==> src/rtl/desired_drive_pipe_if.sv <==
// Handshake and data bundle for desired_drive_pipe.
// The master drives samples and out_rdy; the slave is the pipeline.
interface desired_drive_pipe_if #(
    parameter int unsigned TORQUE_W = 12,
    parameter int unsigned OUT_W    = 12
);
    logic                 in_vld;
    logic                 in_rdy;
    logic [TORQUE_W-1:0]  avg_torque;
    logic [4:0]           cadence;
    logic                 not_pedaling;
    logic signed [12:0]   incline;
    logic [2:0]           scale;
    logic                 out_vld;
    logic                 out_rdy;
    logic [OUT_W-1:0]     target_curr;

    modport master (
        output in_vld, avg_torque, cadence, not_pedaling, incline, scale, out_rdy,
        input  in_rdy, out_vld, target_curr
    );

    modport slave (
        input  in_vld, avg_torque, cadence, not_pedaling, incline, scale, out_rdy,
        output in_rdy, out_vld, target_curr
    );
endinterface

==> src/rtl/desired_drive_pipe.sv <==
// Three-stage pipeline turning pedal torque, cadence, incline and assist level into a
// motor current target, with optional slew limiting and a global stall on backpressure.
module desired_drive_pipe #(
    parameter int unsigned          TORQUE_W   = 12,
    parameter int unsigned          OUT_W      = 12,
    parameter logic [TORQUE_W-1:0]  TORQUE_MIN = TORQUE_W'(12'h380),
    parameter bit                   SLEW_EN    = 1'b1,
    parameter logic [OUT_W-1:0]     SLEW_STEP  = OUT_W'(16)
) (
    input logic                  clk,
    input logic                  rst_n,
    desired_drive_pipe_if.slave  bus
);
    localparam int unsigned PROD_W = TORQUE_W + 18;
    localparam int unsigned SHIFT  = PROD_W - OUT_W - 3;

    logic advance;

    // Stage 1 state
    logic                s1_vld_q;
    logic [TORQUE_W-1:0] s1_torque_q;
    logic [8:0]          s1_incline_q;
    logic [5:0]          s1_cad_q;
    logic [2:0]          s1_scale_q;
    logic                s1_np_q;

    // Stage 2 state
    logic                s2_vld_q;
    logic [PROD_W-1:0]   s2_prod_q;
    logic                s2_np_q;

    // Stage 3 state
    logic                out_vld_q;
    logic [OUT_W-1:0]    target_q;

    // Stage 1 combinational factors
    logic signed [12:0]  incline_sat;
    logic signed [13:0]  incline_factor;
    logic [8:0]          incline_lim_d;
    logic [5:0]          cad_fac_d;
    logic [TORQUE_W-1:0] torque_pos_d;

    logic [PROD_W-1:0]   prod_d;
    logic [OUT_W-1:0]    target_raw;
    logic [OUT_W-1:0]    target_d;
    logic [OUT_W-1:0]    slew_diff;
    logic                unused_prod_lo;

    // Any stall freezes every stage at once, so a single advance covers the whole pipe.
    assign advance         = !out_vld_q || bus.out_rdy;
    assign bus.in_rdy      = advance;
    assign bus.out_vld     = out_vld_q;
    assign bus.target_curr = target_q;

    always_comb begin
        incline_sat = bus.incline;
        if (bus.incline < -13'sd512) begin
            incline_sat = -13'sd512;
        end else if (bus.incline > 13'sd511) begin
            incline_sat = 13'sd511;
        end
        incline_factor = {incline_sat[12], incline_sat} + 14'sd256;
        if (incline_factor < 14'sd0) begin
            incline_lim_d = 9'd0;
        end else if (incline_factor > 14'sd511) begin
            incline_lim_d = 9'd511;
        end else begin
            incline_lim_d = incline_factor[8:0];
        end

        cad_fac_d = (bus.cadence > 5'd1) ? ({1'b0, bus.cadence} + 6'd32) : 6'd0;
        torque_pos_d = (bus.avg_torque >= TORQUE_MIN) ? (bus.avg_torque - TORQUE_MIN) : '0;
    end

    always_comb begin
        if (s1_np_q) begin
            prod_d = '0;
        end else begin
            prod_d = PROD_W'(s1_torque_q) * PROD_W'(s1_incline_q)
                   * PROD_W'(s1_cad_q) * PROD_W'(s1_scale_q);
        end
    end

    assign unused_prod_lo = ^s2_prod_q[SHIFT-1:0];

    always_comb begin
        target_raw = (|s2_prod_q[PROD_W-1:PROD_W-3]) ? '1 : s2_prod_q[SHIFT+OUT_W-1:SHIFT];
        slew_diff  = '0;
        if (!SLEW_EN) begin
            target_d = target_raw;
        end else if (s2_np_q) begin
            target_d = '0;
        end else if (target_raw >= target_q) begin
            slew_diff = target_raw - target_q;
            target_d  = (slew_diff > SLEW_STEP) ? (target_q + SLEW_STEP) : target_raw;
        end else begin
            slew_diff = target_q - target_raw;
            target_d  = (slew_diff > SLEW_STEP) ? (target_q - SLEW_STEP) : target_raw;
        end
    end

    always_ff @(posedge clk or negedge rst_n) begin
        if (!rst_n) begin
            s1_vld_q     <= 1'b0;
            s1_torque_q  <= '0;
            s1_incline_q <= '0;
            s1_cad_q     <= '0;
            s1_scale_q   <= '0;
            s1_np_q      <= 1'b0;
            s2_vld_q     <= 1'b0;
            s2_prod_q    <= '0;
            s2_np_q      <= 1'b0;
            out_vld_q    <= 1'b0;
            target_q     <= '0;
        end else if (advance) begin
            s1_vld_q     <= bus.in_vld;
            s1_torque_q  <= torque_pos_d;
            s1_incline_q <= incline_lim_d;
            s1_cad_q     <= cad_fac_d;
            s1_scale_q   <= bus.scale;
            s1_np_q      <= bus.not_pedaling;
            s2_vld_q     <= s1_vld_q;
            s2_prod_q    <= prod_d;
            s2_np_q      <= s1_np_q;
            // A bubble reaching S3 clears out_vld but leaves the last target in place.
            out_vld_q    <= s2_vld_q;
            if (s2_vld_q) begin
                target_q <= target_d;
            end
        end
    end
endmodule

==> src/flat_wrapper.sv <==
// flat-port wrapper written by rule: the top's interface ports become plain ports
module desired_drive_pipe_flat 
#(
    parameter int unsigned          TORQUE_W   = 12,
    parameter int unsigned          OUT_W      = 12,
    parameter logic [TORQUE_W-1:0]  TORQUE_MIN = TORQUE_W'(12'h380),
    parameter bit                   SLEW_EN    = 1'b1,
    parameter logic [OUT_W-1:0]     SLEW_STEP  = OUT_W'(16)
)
  (clk, rst_n, bus_in_vld, bus_avg_torque, bus_cadence, bus_not_pedaling, bus_incline, bus_scale, bus_out_rdy, bus_in_rdy, bus_out_vld, bus_target_curr);
  desired_drive_pipe_if #(.TORQUE_W(TORQUE_W), .OUT_W(OUT_W)) bus_i ();
  input logic clk;
  input logic rst_n;
  input wire logic [$bits(bus_i.in_vld)-1:0] bus_in_vld;
  input wire logic [$bits(bus_i.avg_torque)-1:0] bus_avg_torque;
  input wire logic [$bits(bus_i.cadence)-1:0] bus_cadence;
  input wire logic [$bits(bus_i.not_pedaling)-1:0] bus_not_pedaling;
  input wire logic [$bits(bus_i.incline)-1:0] bus_incline;
  input wire logic [$bits(bus_i.scale)-1:0] bus_scale;
  input wire logic [$bits(bus_i.out_rdy)-1:0] bus_out_rdy;
  output wire logic [$bits(bus_i.in_rdy)-1:0] bus_in_rdy;
  output wire logic [$bits(bus_i.out_vld)-1:0] bus_out_vld;
  output wire logic [$bits(bus_i.target_curr)-1:0] bus_target_curr;
  assign bus_i.in_vld = bus_in_vld;
  assign bus_i.avg_torque = bus_avg_torque;
  assign bus_i.cadence = bus_cadence;
  assign bus_i.not_pedaling = bus_not_pedaling;
  assign bus_i.incline = bus_incline;
  assign bus_i.scale = bus_scale;
  assign bus_i.out_rdy = bus_out_rdy;
  assign bus_in_rdy = bus_i.in_rdy;
  assign bus_out_vld = bus_i.out_vld;
  assign bus_target_curr = bus_i.target_curr;
  desired_drive_pipe #(.TORQUE_W(TORQUE_W), .OUT_W(OUT_W), .TORQUE_MIN(TORQUE_MIN), .SLEW_EN(SLEW_EN), .SLEW_STEP(SLEW_STEP)) u_core (.clk(clk), .rst_n(rst_n), .bus(bus_i));
endmodule
==> config.mk <==
export PLATFORM = sky130hd
export DESIGN_NAME = desired_drive_pipe_flat
export DESIGN_NICKNAME = d
export VERILOG_FILES = /design/src/rtl/desired_drive_pipe_if.sv /design/src/rtl/desired_drive_pipe.sv /design/src/flat_wrapper.sv
export SDC_FILE = /design/constraint.sdc
export NUM_CORES = 1
export LEC_CHECK = 0
export ABC_CLOCK_PERIOD_IN_PS = 14340
export CAP_MARGIN = 10
export CORE_MARGIN = 2
export CORE_UTILIZATION = 56
export DETAILED_ROUTE_END_ITERATION = 10
export PLACE_DENSITY = 0.76
export SLEW_MARGIN = 20
export SYNTH_ARGS = -nofsm -noshare
export SYNTH_HDL_FRONTEND = slang
export SYNTH_SLANG_ARGS = --single-unit
==> constraint.sdc <==
create_clock -name clk -period 14.34 [get_ports clk]
set_clock_uncertainty 0.1 [all_clocks]
set_input_delay 4.302 -clock clk [delete_from_list [all_inputs] [get_ports clk]]
set_output_delay 4.302 -clock clk [all_outputs]
set_load 0.005 [all_outputs]
; Word level (Yosys, flattened, before mapping)
; Cells that the tools add are included.
; W data, S select, Z words.
[classes]
muxes = 12
addsub = 7
mul = 3
order_cmp = 9
reduce_logical = 4
[op_table]
columns = operator, n
row1 = $mux W12, 6
row2 = $mul A27 B3 Y30, 1
row3 = $mux W30, 1
row4 = $mul A21 B6 Y27, 1
row5 = $mux W13, 2
row6 = $gt A12 B5 Y1 const B, 2
row7 = $sub A12 B12 Y12, 2
row8 = $mul A12 B9 Y21, 1
row9 = $mux W9, 2
row10 = $add A13 B10 Y14 const B, 1
row11 = $gt A14 B10 Y1 const B, 1
row12 = $lt A14 B1 Y1 const B, 1
row13 = $gt A13 B10 Y1 const B, 1
row14 = $lt A13 B10 Y1 const B, 1
row15 = $add A12 B5 Y12 const B, 1
row16 = $ge A12 B10 Y1 const B, 1
row17 = $ge A12 B12 Y1, 1
row18 = $sub A12 B10 Y12 const B, 1
row19 = $sub A12 B5 Y12 const B, 1
row20 = $add A5 B6 Y6 const B, 1
row21 = $mux W6, 1
row22 = $gt A5 B1 Y1 const B, 1
row23 = $reduce_or A3 Y1, 1
row24 = $reduce_and A2 Y1, 1
row25 = 2 further kinds, 2
[word_totals]
wordCells = 46
output_inout_bits = 14
inputBits = 38
reg_bits = 77

; Longest topological paths before layout
; Gate-level depths: netlist (run 1).
[depth]
depth_word = 7
depth_mapped = 49
ltp_nobuf = 47

; Worst setup path before layout (run 1)
; Ideal clock, no wire load.
[synth_timing]
path_kind = flip-flop to flip-flop
from = register u_core.s1_incline_q[0]
to = register u_core.s2_prod_q[28]
path_stages_with_launch = 44
path_buffers = 2
arrival_time_ns = 10.272
required_time_ns = 14.119
setup_slack_ns = 3.847
setup_time_ns = 0.121
period_less_slack_ns = 10.493
cell_sequence = dfrtp_1 > clkbuf_1 > clkbuf_1 > nand2_1 > fa_1 > inv_1 > fa_1 > inv_1 > fa_1 > fa_1 > inv_1 > ha_1 > o21ai_0 > a21boi_0 > o21ai_0 > a21oi_1 > o21a_1 > o21a_1 > (+8 left out) > a21o_1 > a21o_1 > a21oi_1 > o21ai_0 > or3_1 > a21oi_1 > xnor2_1 > nand2_1 > fa_1 > inv_1 > ha_1 > nor2b_1 > o41ai_2 > o21ai_2 > a221oi_2 > o21ba_2 > xnor2_1 > a22o_1
[synth_between]
elab_chain_cells = 4
[synth_lines]
columns = item, line_no
row1 = start: declaration, desired_drive_pipe.sv:22  ; logic [8:0] s1_incline_q;
row2 = start signal: assignment, desired_drive_pipe.sv:118  ; s1_incline_q <= incline_lim_d;
row3 = $mul A12 B9 Y21, desired_drive_pipe.sv:79  ; prod_d = PROD_W'(s1_torque_q) * PROD_W'(s1_incline_q)
row4 = $mul A21 B6 Y27, desired_drive_pipe.sv:80  ; * PROD_W'(s1_cad_q) * PROD_W'(s1_scale_q);
row5 = $mul A27 B3 Y30, desired_drive_pipe.sv:80
row6 = $mux W30, desired_drive_pipe.sv:76  ; if (s1_np_q) begin
row7 = end signal: assignment, desired_drive_pipe.sv:123  ; s2_prod_q <= prod_d;
row8 = end: declaration, desired_drive_pipe.sv:29  ; logic [PROD_W-1:0] s2_prod_q;
; No other way between the ends.
; A chain may end at the register's enable or synchronous reset.

; Worst setup path after layout (run 1)
; Same ends and word-level chain as after synthesis.

==> results.cfg, run 1 <==
[sta]
hold_violations = 0
setup_viol = 0
max_freq_mhz = 86.57
worst_pin_slew_ns = 1.013
period_minus_slack_ns = 11.55
drv_slew = 0
relSlewSlack_pct = 32.44
fin_crit_sh_pct = 80.55
rsz0062_at_grt = no
tns_ns = 0

[status]
status = finished, final reports clean

[yosys]
synthTopCellsByCount = 286 x inv_1, 263 x nand2_1, 174 x fa_1, 131 x ha_1, 128 x and2_1
ys_seq_area_share_pct = 11.86
synth-async-reset-ratio_pct = 100.0
ys_top_cells_by_area = fa_1 27%, ha_1 13%, dfrtp_1 12%
synth_edf_count = 0
syn_area_sq_um = 13080
avgSynthCellArea_sq_um = 8.127
yosys.area.top_type = fa_1
syn_inst = 1610
yosys_most_used_dff = dfrtp_1
ys_ff_latch = 62
synth.distinct_cells = 68
synth_nets = 1953
yosys_warnings = 0
synth_most_common_cell = inv_1
yosys.area.top_type_share_pct = 26.62

[setup_path]
critPathMaxFanout = 19
crit_path_max_incr_delay_ns = 0.83
cp.required_ns = 14.47
cp_data_arrival_time_ns = 11.68
crit_path_end_kind = flip-flop
cpMostUsedCell = fa_1
start_kind = flip-flop
rrSetupSlack_ns = 2.79
cp_slowest_cell = o311ai_0
path_class = flip-flop to flip-flop

[layout]
nNetsFinal = 1954
fin_cells = 1929
diodes = 0
drive_above_1_share_pct = 3.094
syn_to_final_growth_pct = 7.297
num-fill-cells = 2014

[routing]
first_pass_iters = 5
drc = 0
wirelength_um = 30270
wl_per_cell_um = 15.69
ant_nets = 0
viasPerCell = 5.518
first_iter_violations = 704
num_vias = 10650

[place]
io_buffers = 51
dp.cells = 1913
place.gp.congestion = 0.8902
dp_hpwl_um = 24480

[global_routing]
grt_pass1_wl_um = 53050
grt_overflow_total = 0
grtUsageTotal_pct = 26.70
grt_max_degree = 63
grt_pass1_vias = 10940
antenna_found_initial = 0

[floorplanning]
die_x_um = 156.9
initial_core_util_pct = 57.44
die_area_sq_um = 24600
core_area_sq_um = 22780
die-height_um = 156.9
rows = 55
io-pin-count = 52

[min_path]
worstHoldPathType = flip-flop to flip-flop

[cts]
cts.sinks = 62
h-tree-depth = 3
post_cts_buffers = 0
cts_hold_buf = 0
cts.path.max_buffers = 2
cts.repair.resized = 0
cts-root-buf = clkbuf_16
cts_made_buffers = 9
cts_tree = built
clk_latency_ns = 0.34
cts.reportedPaths.clkPinSlew_ns = 0.06

[run]
drv_cap = 0
==> metrics by stage <==
step | cell area (sq um) | setup WS, ns | hold slack, ns | utilization [%]
2_1_floorplan | 13080 | 3.847 | 0.3386 | -
3_3_place_gp | 13750 | 3.287 | 0.3502 | 60.38
3_5_place_dp | 13750 | 2.952 | 0.3569 | 60.38
4_1_cts | 14040 | 2.883 | 0.3690 | 61.63
5_1_grt | 14040 | 2.045 | 0.3827 | 61.63
6_report | 14040 | 2.789 | 0.3685 | 61.63
==> area by class of cell <==
cell class | count | area, sq um | share of cell area, %
clock inverters | 7 | 58.81 | 0.4189
flip-flops and latches | 62 | 1551 | 11.05
inverters | 286 | 1074 | 7.647
clock buffers | 9 | 225.2 | 1.604
repair buffers | 54 | 528.0 | 3.761
multi-input cells | 1198 | 10210 | 72.73
well taps | 313 | 391.6 | 2.790
==> flip-flops by register name, summed over array words and instances (netlist names) <==
signal,cells
u_core.s2_np_q,1
u_core.s1_vld_q,1
u_core.s2_vld_q,1
u_core.s1_incline_q,9
u_core.s1_np_q,1
u_core.s1_torque_q,12
u_core.s2_prod_q,15
u_core.bus.target_curr,12
u_core.s1_cad_q,6
u_core.bus.out_vld,1
u_core.s1_scale_q,3
==> layer usage <==
| layer | global-route usage, % | up-vias | wire length (um) |
|---|---|---|---|
| li1 | - | 5119 | - |
| met4 | 6.990 | 0 | 629 |
| met5 | 0 | - | 0 |
| met1 | 37.92 | 5195 | 13970 |
| met3 | 2.742 | 38 | 1470 |
| met2 | 43.82 | 293 | 14210 |
==> placed cells by master (no fill, tap or decap), drive strengths merged, types with 5 or more instances in the layout <==
cell type and count:
inv 288, o31ai 7, mux2i 5, a211oi 9
a21o 19, o21a 10, clkbuf 9, o21ai 57
nand4 7, nor2b 15, and2 128, or3 5
a21oi 56, or2 14, nand2b 18, nand3 18
dfrtp 62, and3 17, ha 131, nor2 62
xnor2 41, nor3 23, xor2 16, a22o 21
o211ai 10, clkdlybuf4s50 50, o21bai 5, a31oi 9
fa 174, nor4 6, nand2 263
==> cell families (layout without fill, tap and decap cells) <==
kind of cell             after synthesis  count (layout)  synth area share, %
AND/OR/NAND/NOR                      588             588                21.81
multiplexers                           6               6               0.4686
flip-flops                            62              62                11.86
XOR/XNOR                              57              57                3.816
buffers and inverters                350             356                10.17
adder cells (fa/ha/maj)              305             305                39.15
AO/OA/AOI/OAI                        242             242                12.73
==> worst max-delay path, delay by kind of cell, from the launching register on <==
kind | cells | cell delay, ns
adders and majority gates | 11 | 4.99
AOI/OAI and AO/OA | 17 | 4.08
and+or+nand+nor | 5 | 1.03
DFF | 1 | 0.66
xor gates and xnor gates | 2 | 0.29
buffers and inverters | 6 | 0.29
==> path summary, 6_finish.rpt <==
kind                                                      end                                from  cells past startpoint
setup reg to reg             u_core.s2_prod_q[28]$_DFFE_PN0N_  u_core.s1_incline_q[0]$_DFFE_PN0N_                     41
max in group asynchronous  u_core.s1_incline_q[6]$_DFFE_PN0N_                               rst_n                      2
min in group asynchronous          u_core.s2_np_q$_DFFE_PN0N_                               rst_n                      2
hold reg to reg                   u_core.s2_vld_q$_DFFE_PN0N_         u_core.s1_vld_q$_DFFE_PN0N_                      2
hold / removal                    u_core.s2_vld_q$_DFFE_PN0N_         u_core.s1_vld_q$_DFFE_PN0N_                      2
setup / recovery             u_core.s2_prod_q[28]$_DFFE_PN0N_  u_core.s1_incline_q[0]$_DFFE_PN0N_                     41
Power of run 1 is left out: the tool's default activity adds up to more than one toggle a clock period on the data nets, which glitch-free logic cannot reach.
==> inputs of run 2 (changes only) <==
--- a/config.mk
+++ b/config.mk
@@ -5,12 +5,12 @@
 export SDC_FILE = /design/constraint.sdc
 export NUM_CORES = 1
 export LEC_CHECK = 0
-export ABC_CLOCK_PERIOD_IN_PS = 14340
+export ABC_CLOCK_PERIOD_IN_PS = 10360
 export CAP_MARGIN = 10
 export CORE_MARGIN = 2
 export CORE_UTILIZATION = 56
 export DETAILED_ROUTE_END_ITERATION = 10
-export PLACE_DENSITY = 0.76
+export PLACE_DENSITY = 0.79
 export SLEW_MARGIN = 20
 export SYNTH_ARGS = -nofsm -noshare
 export SYNTH_HDL_FRONTEND = slang
==> constraint.sdc (replaced) <==
create_clock -name clk -period 10.36 [get_ports clk]
set_clock_uncertainty 0.1 [all_clocks]
set_input_delay 3.108 -clock clk [delete_from_list [all_inputs] [get_ports clk]]
set_output_delay 3.108 -clock clk [all_outputs]
set_load 0.005 [all_outputs]
==> run 2 against run 1 <==
  * The flow now finishes with violations (setup timing)
  * Cell count is 5.7% higher
  * Register-to-register slack worse by 2.8 ns
  * Die area stayed put
  * Setup slack worse by 2.8 ns
  * Sequential cell count stayed put
  * Clock-buffer cell count is 2 higher
  * Worst hold slack better by 0.023 ns
  * Fmax is 11% higher
  * Critical path type unchanged
==> results.cfg, run 2 (synthesis results as in run 1) <==
[status]
status = finished, violations left
violations = setup timing

[cts]
cts_hold_buf = 0
cts.path.max_buffers = 2
cts.sinks = 62
cts_made_buffers = 9
cts-root-buf = clkbuf_16
clk_latency_ns = 0.33
cts.reportedPaths.clkPinSlew_ns = 0.06
cts_tree = built
h-tree-depth = 3

[sta]
worst_pin_slew_ns = 1.022
hold_violations = 0
fin_ws_ns = -0.04772
max_freq_mhz = 96.08
rsz0062_at_grt = yes
setup_viol = 2
period_minus_slack_ns = 10.41
drv_slew = 0
fin_crit_sh_pct = 100.5
relSlewSlack_pct = 31.85

[place]
dp_hpwl_um = 25140
io_buffers = 51
place.gp.congestion = 0.9153

[global_routing]
antenna_found_initial = 0
grt_max_degree = 63
grt_overflow_total = 0
grt_pass1_wl_um = 54970
grt_pass1_vias = 11570
grtUsageTotal_pct = 27.42

[routing]
drc = 0
first_pass_iters = 6
num_vias = 11590
ant_nets = 0
first_iter_violations = 1038
viasPerCell = 5.683
wl_per_cell_um = 17.38
wirelength_um = 35440

[layout]
drive_above_1_share_pct = 18.48
regMostFlops = u_core.s2_prod_q
syn_to_final_growth_pct = 20.37
diodes = 0
layout_common_cells = 264 x inv_1, 255 x nand2_1, 165 x fa_1
fin_util_pct = 69.14
layout_commonest_cell = inv_1
nNetsFinal = 2065
largest_reg_flops = 15

[setup_path]
r2r-start = u_core.s1_torque_q[1]$_DFFE_PN0N_
worst-r2r-cell-count = 48
path_class = flip-flop to flip-flop
cp.required_ns = 10.48
rrSetupSlack_ns = -0.05
r2r-end = u_core.s2_prod_q[28]$_DFFE_PN0N_
cp_data_arrival_time_ns = 10.52
crit_path_max_incr_delay_ns = 0.57
crit_path_end_kind = flip-flop
critPathMaxFanout = 5
cp_slowest_cell = fa_2
start_kind = flip-flop

[floorplanning]
die-height_um = 156.9
initial_core_util_pct = 57.44
rows = 55
io-pin-count = 52
core_area_sq_um = 22780
die_area_sq_um = 24600
die_x_um = 156.9

[min_path]
hold_depth = 2
worstHoldPathType = flip-flop to flip-flop
worstHoldStart = u_core.s1_vld_q$_DFFE_PN0N_
min_to = u_core.s2_vld_q$_DFFE_PN0N_

[run]
drv_cap = 0
==> run 2: cell count changes in the layout (fill, tap and decap cells not counted), sizes merged <==
cell    change
buf       +111
clkbuf      +2
clkinv      -2
inv         -2
bufinv      +1
==> run 2: worst max-delay path by stage <==
stage                                       startpoint                          endpoint  slack, ns  depth (start not counted)
floorplan           u_core.s1_incline_q[0]$_DFFE_PN0N_  u_core.s2_prod_q[28]$_DFFE_PN0N_       0.01                         43
global placement     u_core.s1_torque_q[4]$_DFFE_PN0N_  u_core.s2_prod_q[28]$_DFFE_PN0N_      -0.15                         41
detailed placement   u_core.s1_torque_q[4]$_DFFE_PN0N_  u_core.s2_prod_q[28]$_DFFE_PN0N_      -0.37                         41
CTS                  u_core.s1_torque_q[5]$_DFFE_PN0N_  u_core.s2_prod_q[28]$_DFFE_PN0N_       0.02                         41
global route         u_core.s1_torque_q[1]$_DFFE_PN0N_  u_core.s2_prod_q[24]$_DFFE_PN0N_      -0.36                         49
finish               u_core.s1_torque_q[1]$_DFFE_PN0N_  u_core.s2_prod_q[28]$_DFFE_PN0N_      -0.05                         48
==> run 2: critical path: cells and delay by family, from the launching register on <==
family | cells | cell delay (ns)
AO/OA/AOI/OAI | 17 | 2.81
XOR/XNOR | 2 | 0.27
adder cells (fa/ha/maj) | 12 | 4.67
flip-flops | 1 | 0.43
AND/OR/NAND/NOR | 6 | 1.00
buffers and inverters | 11 | 1.01
==> run 2: layer usage <==
metal  global-route usage (%)  up-vias  wire length (um)  share of wire, %
li1                         -     5322                 -                 -
met1                    37.22     5706             14540                41
met2                    46.47      459             17530                49
met3                    3.905      100              2216               6.3
met4                    6.553        0              1155               3.3
met5                        0        -                 0                 0
==> run 2: timing repair <==
action	4_1_cts	5_1_grt
gates resized for setup	39	159
buffers inserted	5	42
pin swaps	25	122
endpoints found under the setup margin	9	12
==> run 2: through the flow <==
stage | hold slack [ns] | worst slack (ns) | std cells | TNS [ns] | cell area (sq um)
2_1_floorplan | 0.3386 | 0.01156 | 1610 | 0 | 13080
3_3_place_gp | 0.3533 | -0.1465 | 1977 | -0.3013 | 14230
3_5_place_dp | 0.3699 | -0.3691 | 1977 | -1.665 | 14230
4_1_cts | 0.3932 | 0.02315 | 1997 | 0 | 14730
5_1_grt | 0.4196 | -0.3611 | 2039 | -2.257 | 15750
6_report | 0.3916 | -0.04772 | 2039 | -0.07994 | 15750
==> run 2: cell type report <==
class	instances	area [sq um]
clock buffer	11	242.7
clock inverter	4	47.55
sequential	62	1573
tap	313	391.6
multi-input combinational	1198	10980
timing repair buffer	165	1438
fill	1660	7029
inverter	286	1074
Power of run 2 is left out for the same reason.
==> inputs of run 3 (changes only) <==
--- a/config.mk
+++ b/config.mk
@@ -10,6 +10,7 @@
 export CORE_MARGIN = 2
 export CORE_UTILIZATION = 56
 export DETAILED_ROUTE_END_ITERATION = 10
+export GPL_ROUTABILITY_DRIVEN = 0
 export PLACE_DENSITY = 0.79
 export SLEW_MARGIN = 20
 export SYNTH_ARGS = -nofsm -noshare
==> run 3 against run 2 <==
  * The flow now finishes without violations
  * Design area fell by 0.45%
  * Sequential share of layout area grew 0.053 points
  * Setup slack improved by 0.066 ns
  * Worst hold slack worse by 0.019 ns
  * Non-clock buffer count shrank 3
  * Critical path depth is 5 lower
  * Core utilization is 0.31 points lower
  * Largest cell class unchanged
==> results.cfg, run 3 (synthesis results as in run 1) <==
[setup_path]
crit_path_end_kind = flip-flop
cpMostUsedCell = fa_1
critPathMaxFanout = 6
cp.required_ns = 10.48
start_kind = flip-flop
cp_data_arrival_time_ns = 10.46
path_class = flip-flop to flip-flop
cp_slowest_cell = fa_1
crit_path_max_incr_delay_ns = 0.58

[global_routing]
antenna_found_initial = 0
grtUsageTotal_pct = 27.50
grt_max_degree = 63
grt_overflow_total = 0
grt_pass1_wl_um = 55190
grt_pass1_vias = 11660

[sta]
drv_slew = 0
worst_pin_slew_ns = 1.015
fin_ws_ns = 0.01840
fin_crit_sh_pct = 99.82
setup_viol = 0
relSlewSlack_pct = 32.36
rsz0062_at_grt = yes
max_freq_mhz = 96.70
period_minus_slack_ns = 10.34
hold_violations = 0

[cts]
cts_made_buffers = 9
cts_tree = built
cts.path.max_buffers = 2
cts_hold_buf = 0
cts.reportedPaths.clkPinSlew_ns = 0.06
cts-root-buf = clkbuf_16
h-tree-depth = 3
cts.sinks = 62
clk_latency_ns = 0.33

[layout]
diodes = 0
layout_common_cells = 267 x inv_1, 253 x nand2_1, 166 x fa_1
largest_reg_flops = 15
fin_cells = 2037
layout_commonest_cell = inv_1
syn_to_final_growth_pct = 19.82
regMostFlops = u_core.s2_prod_q
drive_above_1_share_pct = 17.75
nNetsFinal = 2062

[min_path]
worstHoldPathType = flip-flop to flip-flop

[routing]
num_vias = 11580
viasPerCell = 5.685
ant_nets = 0
first_pass_iters = 5
wl_per_cell_um = 16.78
first_iter_violations = 926
drc = 0
wirelength_um = 34170

[floorplanning]
initial_core_util_pct = 57.44
die_area_sq_um = 24600
die_x_um = 156.9
core_area_sq_um = 22780
io-pin-count = 52
rows = 55
die-height_um = 156.9

[run]
drv_cap = 0

[place]
dp_hpwl_um = 25380
dp.cells = 1979
preCtsSetupSlack_ns = -0.3010
io_buffers = 51

[status]
status = finished, final reports clean
-- run 3: critical path, delay by kind of cell (launching register included) --
family          cells  cell delay, ns
flops               1            0.47
compound gates     16            3.01
simple gates        6            1.11
buf+inv             7            0.47
xor+xnor            3            0.34
fa+ha+maj          11            4.70
-- run 3: worst paths after layout --
check                                                   from                                    end  slack, ns  depth (start not counted)
setup reg to reg           u_core.s1_torque_q[4]$_DFFE_PN0N_       u_core.s2_prod_q[28]$_DFFE_PN0N_       0.02                         43
min in group asynchronous                              rst_n  u_core.bus.target_curr[1]$_DFFE_PN0P_       2.85                          2
max in group asynchronous                              rst_n     u_core.s1_incline_q[4]$_DFFE_PN0N_       6.71                          2
setup / recovery           u_core.s1_torque_q[4]$_DFFE_PN0N_       u_core.s2_prod_q[28]$_DFFE_PN0N_       0.02                         43
hold reg to reg                  u_core.s1_vld_q$_DFFE_PN0N_            u_core.s1_vld_q$_DFFE_PN0N_       0.37                          2
hold / removal                   u_core.s1_vld_q$_DFFE_PN0N_            u_core.s1_vld_q$_DFFE_PN0N_       0.37                          2
-- run 3: metrics by stage --
| step | setup TNS [ns] | hold WS (ns) | cell area, sq um | util (%) |
|---|---|---|---|---|
| floorplan | 0 | 0.3386 | 13080 | - |
| global placement | -0.004011 | 0.3519 | 14250 | 62.56 |
| detailed placement | -1.387 | 0.3611 | 14250 | 62.56 |
| CTS | 0 | 0.3720 | 14740 | 64.73 |
| global route | -1.366 | 0.4229 | 15680 | 68.83 |
| finish | 0 | 0.3726 | 15680 | 68.83 |
-- run 3: final cells by class --
class                      instances  area [sq um]
clock inverter                     5         58.81
clock buffer                      11         242.7
multi-input combinational       1198         10940
sequential                        62          1574
fill                            1685          7101
inverter                         286          1074
timing repair buffer             162          1401
tap                              313         391.6
-- run 3: repair_timing --
item                       in CTS  in global routing
setup endpoints to repair       8                 15
gates resized for setup        35                149
pin swaps                      24                112
cloned                          0                  0
setup buffers                   7                 35
-- run 3: layer usage --
layer  vias up  track usage, %  wire [um]
li1       5328               -          -
met1      5682           36.61      14170
met2       485           47.22      16850
met3        85           3.351       2262
met4         0           7.907        896
met5         -               0          0
Power of run 3 is left out for the same reason.
